**config.mk**
```make
export PLATFORM = sky130hd
export DESIGN_NAME = ped_signal_ctrl
export DESIGN_NICKNAME = d
export VERILOG_FILES = /design/src/rtl/traffic_pkg.sv /design/src/rtl/ped_phase_fsm.sv /design/src/rtl/ped_signal_ctrl.sv
export SDC_FILE = /design/constraint.sdc
export NUM_CORES = 1
export LEC_CHECK = 0
export CORE_UTILIZATION = 30
export DETAILED_ROUTE_END_ITERATION = 8
export MAX_ROUTING_LAYER = met4
export RECOVER_POWER = 50
export SETUP_SLACK_MARGIN = 0.1
export SYNTH_ARGS = -nofsm -noshare
export SYNTH_HDL_FRONTEND = slang
export SYNTH_SLANG_ARGS = --single-unit
export TNS_END_PERCENT = 10
```
**constraint.sdc**
```tcl
create_clock -name clk -period 1.7 [get_ports clk]
set_clock_uncertainty 0.2 [all_clocks]
set_input_delay 0.34 -clock clk [delete_from_list [all_inputs] [get_ports clk]]
set_output_delay 0.34 -clock clk [all_outputs]
set_load 0.02 [all_outputs]
```
**src/rtl/traffic_pkg.sv**
```systemverilog
// Shared lamp codes, pedestrian phase encodings and default timer width,
// common to the traffic light controller and the pedestrian signal stage.
package traffic_pkg;

    localparam logic [2:0] RED    = 3'b100;
    localparam logic [2:0] YELLOW = 3'b010;
    localparam logic [2:0] GREEN  = 3'b001;

    localparam logic [1:0] IDLE  = 2'b00;
    localparam logic [1:0] WALK  = 2'b01;
    localparam logic [1:0] FLASH = 2'b10;

    localparam int PED_TW = 4;

    function automatic logic lamp_legal(input logic [2:0] code);
        return (code == RED) || (code == YELLOW) || (code == GREEN);
    endfunction

endpackage

```
**src/rtl/ped_phase_fsm.sv**
```systemverilog
// One crossing: request latch, green-rise detect, WALK/FLASH phase FSM and timer.
// Optional countdown output under PED_COUNTDOWN_EN.
module ped_phase_fsm
    import traffic_pkg::*;
#(
    parameter int WALK_CYC  = 3,
    parameter int FLASH_CYC = 2,
    parameter int TW        = PED_TW
) (
    input  logic          clk,
    input  logic          reset,
    input  logic [2:0]    light_i,
    input  logic          btn_i,
    input  logic          fault_i,
    output logic          walk_o,
    output logic          flash_o,
`ifdef PED_COUNTDOWN_EN
    output logic [TW-1:0] count_o,
`endif
    output logic          pend_o
);

    localparam logic [TW-1:0] WALK_LAST  = TW'(WALK_CYC - 1);
    localparam logic [TW-1:0] FLASH_LAST = TW'(FLASH_CYC - 1);
    localparam logic [TW-1:0] TIMER_MAX  = '1;

    logic [1:0]    state_q, state_d;
    logic [TW-1:0] timer_q, timer_d, timer_inc;
    logic          walk_q, walk_d, flash_q, flash_d, pend_q, pend_d, prev_g_q;
    logic          g, rise, serve;

    assign g         = (light_i == GREEN);
    assign rise      = g & ~prev_g_q;
    assign timer_inc = (timer_q == TIMER_MAX) ? timer_q : timer_q + 1'b1;

    always_comb begin
        state_d = state_q;
        timer_d = timer_q;
        walk_d  = walk_q;
        flash_d = flash_q;
        serve   = 1'b0;
        if (fault_i) begin
            state_d = IDLE;
            timer_d = '0;
            walk_d  = 1'b0;
            flash_d = 1'b0;
        end else begin
            case (state_q)
                IDLE: begin
                    if (rise && (pend_q || btn_i)) begin
                        serve   = 1'b1;
                        state_d = WALK;
                        timer_d = '0;
                        walk_d  = 1'b1;
                    end
                end
                WALK: begin
                    // Losing green mid-phase drops straight back to solid DON'T-WALK.
                    if (!g) begin
                        state_d = IDLE;
                        timer_d = '0;
                        walk_d  = 1'b0;
                        flash_d = 1'b0;
                    end else if (timer_q == WALK_LAST) begin
                        state_d = FLASH;
                        timer_d = '0;
                        walk_d  = 1'b0;
                        flash_d = 1'b1;
                    end else begin
                        timer_d = timer_inc;
                    end
                end
                FLASH: begin
                    if (!g || (timer_q == FLASH_LAST)) begin
                        state_d = IDLE;
                        timer_d = '0;
                        walk_d  = 1'b0;
                        flash_d = 1'b0;
                    end else begin
                        timer_d = timer_inc;
                    end
                end
                default: begin
                    state_d = IDLE;
                    timer_d = '0;
                    walk_d  = 1'b0;
                    flash_d = 1'b0;
                end
            endcase
        end
        pend_d = serve ? 1'b0 : (pend_q | btn_i);
    end

    always_ff @(posedge clk or posedge reset) begin
        if (reset) begin
            state_q  <= IDLE;
            timer_q  <= '0;
            walk_q   <= 1'b0;
            flash_q  <= 1'b0;
            pend_q   <= 1'b0;
            prev_g_q <= 1'b0;
        end else begin
            state_q  <= state_d;
            timer_q  <= timer_d;
            walk_q   <= walk_d;
            flash_q  <= flash_d;
            pend_q   <= pend_d;
            prev_g_q <= g;
        end
    end

    assign walk_o  = walk_q;
    assign flash_o = flash_q;
    assign pend_o  = pend_q;

`ifdef PED_COUNTDOWN_EN
    assign count_o = (state_q == FLASH) ? (TW'(FLASH_CYC) - timer_q) : '0;
`endif

endmodule

```
**src/rtl/ped_signal_ctrl.sv**
```systemverilog
// Pedestrian signal stage: two crossing FSMs plus a sticky lamp-conflict monitor.
// Define PED_COUNTDOWN_EN to add the ns_count/ew_count flash countdown outputs.
module ped_signal_ctrl
    import traffic_pkg::*;
#(
    parameter int WALK_CYC  = 3,
    parameter int FLASH_CYC = 2,
    parameter int TW        = PED_TW
) (
    input  logic          clk,
    input  logic          reset,
    input  logic [2:0]    nslight,
    input  logic [2:0]    ewlight,
    input  logic          ns_btn,
    input  logic          ew_btn,
    output logic          ns_walk,
    output logic          ns_flash,
    output logic          ew_walk,
    output logic          ew_flash,
    output logic          ns_pend,
    output logic          ew_pend,
`ifdef PED_COUNTDOWN_EN
    output logic [TW-1:0] ns_count,
    output logic [TW-1:0] ew_count,
`endif
    output logic          fault
);

    logic fault_q, conflict;
    logic ns_walk_raw, ns_flash_raw, ew_walk_raw, ew_flash_raw;

    assign conflict = !lamp_legal(nslight) || !lamp_legal(ewlight)
                    || ((nslight != RED) && (ewlight != RED));

    always_ff @(posedge clk or posedge reset) begin
        if (reset) begin
            fault_q <= 1'b0;
        end else begin
            fault_q <= fault_q | conflict;
        end
    end

`ifdef PED_COUNTDOWN_EN
    logic [TW-1:0] ns_count_raw, ew_count_raw;
`endif

    ped_phase_fsm #(.WALK_CYC(WALK_CYC), .FLASH_CYC(FLASH_CYC), .TW(TW)) u_ns (
        .clk     (clk),
        .reset   (reset),
        .light_i (nslight),
        .btn_i   (ns_btn),
        .fault_i (fault_q),
        .walk_o  (ns_walk_raw),
        .flash_o (ns_flash_raw),
`ifdef PED_COUNTDOWN_EN
        .count_o (ns_count_raw),
`endif
        .pend_o  (ns_pend)
    );

    ped_phase_fsm #(.WALK_CYC(WALK_CYC), .FLASH_CYC(FLASH_CYC), .TW(TW)) u_ew (
        .clk     (clk),
        .reset   (reset),
        .light_i (ewlight),
        .btn_i   (ew_btn),
        .fault_i (fault_q),
        .walk_o  (ew_walk_raw),
        .flash_o (ew_flash_raw),
`ifdef PED_COUNTDOWN_EN
        .count_o (ew_count_raw),
`endif
        .pend_o  (ew_pend)
    );

    // The FSMs only reach IDLE one edge after fault rises, so mask here too.
    assign ns_walk  = ns_walk_raw & ~fault_q;
    assign ew_walk  = ew_walk_raw & ~fault_q;
    assign ns_flash = ns_flash_raw | fault_q;
    assign ew_flash = ew_flash_raw | fault_q;
    assign fault    = fault_q;

`ifdef PED_COUNTDOWN_EN
    assign ns_count = fault_q ? '0 : ns_count_raw;
    assign ew_count = fault_q ? '0 : ew_count_raw;
`endif

endmodule
```
==> impl_metrics.toml, run 1 <==
[floorplan]
rows = 23
die_x_um = 68.7
initial_core_util_pct = 32.2
die_h_um = 68.7
io_pins = 17
die_area_sq_um = 4720
core_sq_um = 4140

[clock_network]
clockBufferDepth = 2
cts_tree = "yes"
cts_hold_buffers = 0
cts_root_buffer = "clkbuf_8"
cts_sinks = 20
path_clk_slew_ns = 0.08
cts_inserted_buffers = 3
cts_max_level = 1
worstSkewPairLatency_ns = 0.26

[route]
drt-total-wl_um = 3360
ant_nets = 0
drtIter0Drc = 26
firstDrtPassIters = 3
wire_per_inst_um = 13.4
num_vias = 1272
drt-vias-per-instance = 5.07
drc = 0

[power_and_ir_drop]
leakage_nw = 0.898
peakVddDrop_mv = 0.270
power.total_uw = 923
powerDensity_nw_per_um2 = 436

[grt]
grt_overflow = 0
grt_pass1_wl_um = 5640
grt_pass1_vias = 1310
grt_antenna_before_repair = 0
grt_max_degree = 21
grt_usage_pct = 16.6

[logic_synthesis]
synth_fp_nets = 162
ys_ff_latch = 20
syn_area_sq_um = 1340
yosysWarnings = 0
synth-seq-area-share_pct = 37.5
synth_area_per_cell_sq_um = 9.60
synth_top_area_share_pct = 37.5
synth-edff-count = 0
async_reset_ff_share_pct = 100
syn-instance-count = 139
yosysUniqueCellTypes = 39
synth_area_leaders = "dfrtp_1 37%, ha_1 12%, inv_1 5.1%"
yosysTopAreaCell = "dfrtp_1"
synth_ff_type = "dfrtp_1"

[worst_hold_path]
min_path_type = "primary input to flop"
worstHoldPathCells = 4

[outcome]
status = "finished, violations left"
violations = "setup timing"

[place]
place.gp.congestion = 0.779
dpl_cell_area_sq_um = 1870
dpl.hpwl_um = 2570
placed_cells = 242
port_buffers = 16

[timing]
final-hold-violation-count = 0
period_needed_ns = 1.88
tightest_slew_ns = 0.511
max_freq_ghz = 0.533
final-setup-viol-count = 13
slew_headroom_pct = 65.9
rsz0062_at_grt = "yes"
fin_crit_sh_pct = 110
fin_ws_ns = -0.177
drv_slew = 0

[worst_setup_path]
cp_cell_sequence = "or4b_4, a311oi_4, nand3_2, mux2i_1"
start_kind = "flop"
crit_type = "flop to flop"
cp_slowest_cell = "or4b_4"
reg2regPathDepth = 4
worstPathArrival_ns = 1.86
slowest_delay_ns = 0.54
required_ns = 1.68
critPathCaptureType = "flop"
path_max_fanout = 5

[cells_and_area]
nets = 225
fin_cells = 251
drive_gt1_share_pct = 48.8
area_delta_synth_final_pct = 58.4
finalInstanceArea_sq_um = 2110
antenna_cells = 0
post-route-util_pct = 51.0

[flow_run]
maxCapViolCount = 0
[per-layer routing]
metal | vias to the layer above | GRT usage, % | routed length (um)
li1 | 635 | - | -
met1 | 622 | 17.7 | 1400
met2 | 10 | 31.6 | 1850
met3 | 5 | 4.11 | 87
met4 | 0 | 2.30 | 18
met5 | - | - | 0
[state kept, by name, summed over array words and instances (netlist names)]
| name | count |
|---|---|
| u_ew.timer_q | 4 |
| u_ns.timer_q | 4 |
| u_ew.state_q | 2 |
| fault | 1 |
| u_ew.flash_o | 1 |
| u_ew.pend_o | 1 |
| u_ew.prev_g_q | 1 |
| u_ew.walk_o | 1 |
| u_ns.flash_o | 1 |
| u_ns.pend_o | 1 |
| u_ns.prev_g_q | 1 |
| u_ns.state_q | 1 |
| u_ns.walk_o | 1 |
[cells in the mapped netlist (all sizes together), types with 2 or more instances]
| library cell | number |
|---|---|
| dfrtp | 20 |
| inv | 18 |
| ha | 13 |
| nand2 | 11 |
| a21oi | 9 |
| nand3 | 9 |
| o21ai | 6 |
| nor2 | 5 |
| mux2i | 4 |
| o22ai | 4 |
| nand2b | 3 |
| nor3 | 3 |
| nor3b | 3 |
| a31oi | 2 |
| and3 | 2 |
| nor4b | 2 |
| o2111ai | 2 |
| o31a | 2 |
| o32ai | 2 |
| or3b | 2 |
[per-stage QoR]
stage               worst slack [ns]  setup TNS, ns  hold slack [ns]
finish                        -0.177         -0.925            0.285
global route                  -0.227          -2.03            0.343
CTS                           -0.134         -0.819            0.206
detailed placement            -0.635          -9.04            0.322
global placement              -0.527          -8.28            0.324
floorplan                    -0.0587         -0.185            0.104
[worst paths after layout]
path,from,end,slack [ns]
max,fault$_DFF_PP0_,u_ew.timer_q[0]$_DFFE_PP0N_,-0.18
min,nslight[2],fault$_DFF_PP0_,0.29
max reg2reg,fault$_DFF_PP0_,u_ew.timer_q[0]$_DFFE_PP0N_,-0.18
min reg2reg,u_ew.flash_o$_DFFE_PP0P_,u_ew.flash_o$_DFFE_PP0P_,0.33
max in group asynchronous,reset,fault$_DFF_PP0_,0.51
min in group asynchronous,reset,u_ns.timer_q[1]$_DFFE_PP0N_,0.42
[area by class of cell]
type,count,area (sq um)
clock buffers,4,55.1
repair buffers,59,477
multi-input cells,100,948
well taps,50,62.6
inverters,18,70.1
flip-flops and latches,20,502
fillers,378,2030
[power by group]
part	total, mW	internal, mW	switching, mW	leakage [nW]
clock network	0.372	0.206	0.166	0.0288
logic	0.0711	0.0378	0.0333	0.607
registers	0.479	0.477	0.00226	0.263
total	0.923	0.721	0.202	0.898
[placed cells by master, fill, tap and decap left out, drive strengths merged, types with 2 or more instances in the layout]
| cell | instances |
|---|---|
| a21oi | 9 |
| a31oi | 2 |
| and3 | 2 |
| buf | 49 |
| clkbuf | 5 |
| clkdlybuf4s15 | 3 |
| clkdlybuf4s50 | 2 |
| dfrtp | 20 |
| dlygate4sd2 | 3 |
| ha | 13 |
| inv | 18 |
| mux2i | 4 |
| nand2 | 11 |
| nand2b | 3 |
| nand3 | 9 |
| nor2 | 5 |
| nor3 | 3 |
| nor3b | 3 |
| nor4b | 2 |
| o2111ai | 2 |
| o21ai | 6 |
| o22ai | 4 |
| o31a | 2 |
| o32ai | 2 |
| or3b | 2 |
[critical path, delay by kind of cell, from the launching register on]
family / cells / cell delay (ns)
simple gates: 2 / 0.67
flops: 1 / 0.44
compound gates: 1 / 0.34
mux: 1 / 0.16
[cell families (layout without fill, tap and decap cells)]
kind of cell | after synthesis | count (layout) | share of synthesized area (%)
flip-flops | 20 | 20 | 37.5
adder cells (fa/ha/maj) | 13 | 13 | 12.2
XOR/XNOR | 1 | 1 | 0.656
AO/OA/AOI/OAI | 36 | 36 | 21.3
buffers and inverters | 19 | 81 | 5.44
AND/OR/NAND/NOR | 46 | 46 | 20.0
multiplexers | 4 | 4 | 3.00
[repair_timing]
item	4_1_cts	5_1_grt
cloned	0	0
setup buffers	3	2
pin swaps	9	12
gates resized for setup	68	22
endpoints found under the setup margin	25	21
No activity file was read; power rests on OpenSTA's default activity.
==> run 2, diff against run 1 <==
--- a/config.mk
+++ b/config.mk
@@ -10,6 +10,7 @@
 export MAX_ROUTING_LAYER = met4
 export RECOVER_POWER = 50
 export SETUP_SLACK_MARGIN = 0.1
+export SLEW_MARGIN = 20
 export SYNTH_ARGS = -nofsm -noshare
 export SYNTH_HDL_FRONTEND = slang
 export SYNTH_SLANG_ARGS = --single-unit
==> results of run 2 <==
The final DEF is identical to that of run 1; final timing and power are the same.
